`src/rtl/apu_wave_pkg.sv`:
```
// Shared types and constants for the channel 3 wave pattern RAM.
// Pulled in by the array and by the top-level wrapper.
package apu_wave_pkg;
   localparam int WAVE_BYTES = 16;
   localparam int WAVE_AW    = 4;
   localparam int WIN_CNT_W  = 2;

   typedef logic [7:0] wave_byte_t;
   typedef logic [3:0] wave_nib_t;

   localparam wave_byte_t WAVE_CLOSED_RD = 8'hFF;

   localparam logic [WIN_CNT_W-1:0] WIN_LOAD = WIN_CNT_W'(1);
endpackage

```
`src/rtl/wave_ram_array.sv`:
```
// Wave pattern storage: one synchronous write port, two combinational read ports.
// There is no reset, so the contents survive an APU reset.
module wave_ram_array
   import apu_wave_pkg::*;
#(
   parameter int WAVE_BYTES = apu_wave_pkg::WAVE_BYTES
) (
   input  logic                 clk,
   input  logic                 we,
   input  logic [WAVE_AW-1:0]   wa,
   input  wave_byte_t           wd,
   input  logic [WAVE_AW-1:0]   ra0,
   output wave_byte_t           rd0,
   input  logic [WAVE_AW-1:0]   ra1,
   output wave_byte_t           rd1
);

   wave_byte_t mem [WAVE_BYTES];

   always_ff @(posedge clk) begin
      if (we)
         mem[wa] <= wd;
   end

   // Combinational reads see the old byte during a same-cycle write.
   assign rd0 = mem[ra0];
   assign rd1 = mem[ra1];

endmodule

```
`src/rtl/wave_ram.sv`:
```
// Channel 3 wave RAM: CPU access gated by the playback window, sample fetch
// into byte_buf, and nibble selection toward the channel.
module wave_ram
   import apu_wave_pkg::*;
#(
   parameter int WAVE_BYTES = apu_wave_pkg::WAVE_BYTES
) (
   input  logic               cery_2mhz,
   input  logic               apu_reset,
   input  logic [3:0]         cpu_a,
   input  logic               cpu_wr,
   input  logic               cpu_rd,
   input  logic [7:0]         cpu_d_in,
   output logic [7:0]         cpu_d_out,
   input  logic               ch3_active,
   input  logic [3:0]         wave_a,
   input  logic               efar_q,
   input  logic               fetch,
   output logic [3:0]         wave_play_d
);

   logic [WIN_CNT_W-1:0] win_cnt;
   logic                 window_open;
   logic                 access_ok;
   logic [WAVE_AW-1:0]   access_a;
   logic                 array_we;
   wave_byte_t           cpu_rdata;
   wave_byte_t           wave_rdata;
   wave_byte_t           byte_buf;

   // While the channel plays, the CPU only reaches the byte being fetched.
   assign window_open = fetch || (win_cnt != '0);
   assign access_ok   = !ch3_active || window_open;
   assign access_a    = ch3_active ? wave_a : cpu_a;
   assign array_we    = cpu_wr && access_ok && !apu_reset;

   wave_ram_array #(
      .WAVE_BYTES (WAVE_BYTES)
   ) u_array (
      .clk (cery_2mhz),
      .we  (array_we),
      .wa  (access_a),
      .wd  (cpu_d_in),
      .ra0 (access_a),
      .rd0 (cpu_rdata),
      .ra1 (wave_a),
      .rd1 (wave_rdata)
   );

   always_ff @(posedge cery_2mhz) begin
      if (apu_reset || !ch3_active)
         win_cnt <= '0;
      else if (fetch)
         win_cnt <= WIN_LOAD;
      else if (win_cnt != '0)
         win_cnt <= win_cnt - WIN_CNT_W'(1);
   end

   always_ff @(posedge cery_2mhz) begin
      if (apu_reset)
         cpu_d_out <= WAVE_CLOSED_RD;
      else if (cpu_rd)
         cpu_d_out <= access_ok ? cpu_rdata : WAVE_CLOSED_RD;
   end

   // Stage 1: capture the fetched byte.
   always_ff @(posedge cery_2mhz) begin
      if (apu_reset)
         byte_buf <= '0;
      else if (fetch)
         byte_buf <= wave_rdata;
   end

   // Stage 2: select the nibble presented to channel 3.
   always_ff @(posedge cery_2mhz) begin
      if (apu_reset)
         wave_play_d <= '0;
      else
         wave_play_d <= efar_q ? byte_buf[3:0] : byte_buf[7:4];
   end

endmodule

```
`config.mk`:
```
export PLATFORM = sky130hd
export DESIGN_NAME = wave_ram
export DESIGN_NICKNAME = d
export VERILOG_FILES = /design/src/rtl/apu_wave_pkg.sv /design/src/rtl/wave_ram_array.sv /design/src/rtl/wave_ram.sv
export SDC_FILE = /design/constraint.sdc
export NUM_CORES = 1
export LEC_CHECK = 0
export ABC_AREA = 1
export CAP_MARGIN = 40
export CORE_MARGIN = 2
export CORE_UTILIZATION = 39
export CTS_CLUSTER_SIZE = 12
export DETAILED_ROUTE_END_ITERATION = 8
export RECOVER_POWER = 50
export SLEW_MARGIN = 20
export SYNTH_ARGS = -nofsm -noshare
export SYNTH_HDL_FRONTEND = slang
export SYNTH_SLANG_ARGS = --single-unit
export TNS_END_PERCENT = 1
```
`constraint.sdc`:
```
create_clock -name cery_2mhz -period 5 [get_ports cery_2mhz]
set_input_delay 1 -clock cery_2mhz [delete_from_list [all_inputs] [get_ports cery_2mhz]]
set_output_delay 1 -clock cery_2mhz [all_outputs]
set_load 0.01 [all_outputs]
```
==> results by stage <==
Floorplan:
- The die is 143 µm wide.
- The floorplan die area is 0.0205 mm².
- For this design the top-level I/O count stands at 35.
- For this configuration, the core starts out at a cell density of 0.400.
- The number of standard-cell rows in the floorplan is 50.
- The region available for standard cell placement spans 0.0189 mm².
- The die is 143 µm tall.

Logic synthesis:
- For this run, the register share of the synthesized area comes to 0.567.
- The gate count of the mapped netlist is 926.
- Synthesis instantiated 22 different standard cells from the library.
- The number of warnings reported in the yosys synthesis log is 0.
- The number of nets produced by synthesis is 950.
- The cell area after synthesis is 0.00756 mm².
- The post-synthesis register bit count is 150.
- The mean post-synth cell area is 8.17 µm².

GRT:
- The combined global-route utilization of all metal layers is 0.245.
- The busiest layer in global routing is met2.
- For this run, global-route usage on met1 was measured as 0.337.
- The global-route wire length before repair is 36500 µm.
- Entering global routing, the biggest net connects 64 pins.
- The number of global-route vias before repair is 6185.
- The initial antenna violation count is 0.
- For this run, global-route usage on met3 was measured as 0.0526.
- The global-route congestion overflow total is 0.
- The routing usage on met2 is 0.384.

Setup path:
- The startpoint type of the worst setup path is an input pin.
- The largest fanout on the critical path is 11.
- Data on the critical path arrives at its endpoint at 3440 ps.
- Among the stages of the critical path, the cell type that occurs most often is sky130_fd_sc_hd__inv_1.
- The largest single stage delay on the critical path is 620 ps.
- STA classifies the critical path endpoint as a register.
- The critical path goes through clkdlybuf4s50_1 -> inv_1 -> nand2_1 -> o21ai_2 -> inv_1 -> nor2_1 -> inv_1 -> nor2_1.
- The cell with the largest stage delay on the worst path is sky130_fd_sc_hd__clkdlybuf4s50_1.
- The worst setup path is of the in2reg kind.
- Data on the critical path is required at its endpoint by 5070 ps.

Routing:
- The routed via count is 6535.
- The detailed-route vias per instance is 5.35.
- The final routed wirelength across all metal layers is 24100 µm.
- The antenna violation net count after detailed routing is 0.
- The mean routed wirelength per cell is 19.7 µm.
- The first detailed-routing pass took 5 iterations.
- The initial detailed-routing violation count is 743.
- The final routed DRC violation total is 0.

Placed design:
- Once detailed placement completed, the half-perimeter wirelength came to 16000 µm.
- The worst slack at placement is 1190 ps.
- The number of cells in the design after placement is 1185.
- Input and output buffers added on the ports amount to 34.
- The congestion estimate from routability-driven global placement came to 0.944.

Power and ir drop:
- The switching power is 0.764 mW.
- The switching share of power is 0.248.
- The final total power is 3.08 mW.
- The internal power consumption is 2.31 mW.
- The power per cell area is 353 mW/mm².
- The leakage power total is 3.72 nW.
- Of the total power, registers draw 0.451.
- The proportion of power drawn by combinational gates is 0.119.
- The worst-case IR drop observed on VDD is 0.207 mV.
- The share of total power dissipated in the clock network is 0.430.

Clock network:
- The clock tree from TritonCTS is built.
- The number of setup buffers added after CTS is 0.
- The count of instances resized after the clock tree is built is 0.
- At the later pin of the worst-skew pair, clock insertion delay measures 430 ps.
- Hold repair after CTS inserted 0 buffers.
- The tree is rooted in a sky130_fd_sc_hd__clkbuf_16.
- Clock tree synthesis inserted a total of 17 buffers.
- The clock sink total is 150.
- The number of buffers between clock root and the deepest sink is 2.
- The H-tree was split into 4 levels.
- Clock-pin slew was measured on the worst setup and hold paths at 60 ps.

Run:
- The max-capacitance violation count is 0.

STA:
- The max-slew violation count is 0.
- Setup repair after global routing left no endpoint under its margin.
- Static timing analysis puts the maximum clock frequency at 296 MHz.
- For the final routed database, the setup TNS stands at 0 ps.
- The transition at the pin with the smallest max-transition slack is 979 ps.
- Setup violations remaining at the end of the flow were counted as 0.
- The worst slew slack as a fraction of its limit is 0.347.
- The clock skew is 7.18 ps.
- Of the available clock period, the critical path in the final layout requires 0.675.
- The final hold violation count is 0.
- The clock period could shrink to 3370 ps.
- After layout, the worst setup slack is 1630 ps.

Run status:
- The run finished with clean final reports.

Hold path:
- The classification of the worst-slack hold path is reg2reg.

Final layout:
- The area growth from synthesis to layout is 15.5%.
- The repair_antennas step left the layout with diodes totalling 0.
- Leaving out fill and tap cells, the most frequent cells in the layout are 457 x sky130_fd_sc_hd__nand2_1, 154 x sky130_fd_sc_hd__nand3_1, 128 x sky130_fd_sc_hd__edfxtp_1.
- For this run, the number of standard cells in the final layout without fillers is 1221.
- The most common library cell in the layout ignoring fill and taps is sky130_fd_sc_hd__nand2_1.
- The net total in the final layout is 972.
- In the final layout, the share of cells above drive strength 1 is 0.0624.
- Once layout is complete, the utilization of the core stands at 0.462.
registers in the layout (all words and copies together) (netlist names):
register / count
byte_buf: 8
cpu_d_out: 8
u_array.mem: 128
wave_play_d: 4
win_cnt: 2
worst paths after layout:
| kind | startpoint | slack [ps] | end | cells after the start |
|---|---|---|---|---|
| worst max-delay path | wave_a[3] | 1630 | u_array.mem[5][4] | 8 |
| worst min-delay path | byte_buf[6] | 470 | wave_play_d[2] | 2 |
| worst max register to register | win_cnt[0] | 2360 | u_array.mem[9][3] | 7 |
| worst min register to register | byte_buf[6] | 470 | wave_play_d[2] | 2 |
synth_stat cells:
library cell	instances	area [µm²]
sky130_fd_sc_hd__nor2_1	27	101
sky130_fd_sc_hd__nor2_2	3	18.8
sky130_fd_sc_hd__nand2_2	4	25.0
sky130_fd_sc_hd__dfxtp_1	22	440
sky130_fd_sc_hd__o211ai_1	6	45.0
sky130_fd_sc_hd__buf_1	4	15.0
sky130_fd_sc_hd__buf_6	1	11.3
sky130_fd_sc_hd__a211oi_1	1	7.51
sky130_fd_sc_hd__a21oi_1	19	95.1
sky130_fd_sc_hd__nor4_1	1	6.26
sky130_fd_sc_hd__buf_4	3	22.5
sky130_fd_sc_hd__nand2_1	457	1720
sky130_fd_sc_hd__ha_1	1	12.5
sky130_fd_sc_hd__inv_1	30	113
sky130_fd_sc_hd__o21bai_1	5	37.5
sky130_fd_sc_hd__buf_2	24	120
sky130_fd_sc_hd__o21ai_0	8	40.0
sky130_fd_sc_hd__edfxtp_1	128	3840
sky130_fd_sc_hd__clkbuf_1	20	75.1
sky130_fd_sc_hd__o21ai_2	3	26.3
sky130_fd_sc_hd__nand3_1	154	771
sky130_fd_sc_hd__inv_2	5	18.8
power groups by stage:
stage	Clock (mW)	Combinational, mW	Sequential, mW
2_1_floorplan	0	0.213	1.42
3_3_place_gp	0	0.363	1.42
3_5_place_dp	0	0.365	1.42
4_1_cts	1.34	0.366	1.39
5_1_grt	1.40	0.402	1.39
6_report	1.32	0.366	1.39
cell families (layout without fill, tap and decap cells):
group / after synthesis / in the layout / share of synthesized area
adders and majority gates: 1 / 1 / 0.00165
DFF: 150 / 150 / 0.567
AOI/OAI and AO/OA: 42 / 42 / 0.0333
buffers and inverters: 87 / 122 / 0.0496
and+or+nand+nor: 646 / 646 / 0.349
metrics by stage:
| stage | area [µm²] | hold WS (ps) |
|---|---|---|
| after global placement | 8100 | 452 |
| final | 8730 | 469 |
| after CTS | 8720 | 472 |
| after floorplan | 7560 | 430 |
| after global routing | 8730 | 498 |
| after detailed placement | 8110 | 464 |
layout make-up:
class                      count  area, µm²
fill                        1876      10200
sequential                   150       4280
multi-input combinational    689       2900
timing repair buffer          55        478
clock buffer                  18        429
tap                          260        325
clock inverter                14        181
inverter                      35        131
critical path: cells and delay by family:
| family | cells | cell delay, ps |
|---|---|---|
| and+or+nand+nor | 3 | 1140 |
| AOI/OAI and AO/OA | 1 | 110 |
| buffers and inverters | 4 | 1180 |
routing by layer:
metal,vias up,share of wire
met1,3071,0.43
met3,41,0.086
met4,0,0.024
li1,3092,-
met2,331,0.46
met5,-,0
Power figures use the tool's default switching activity.
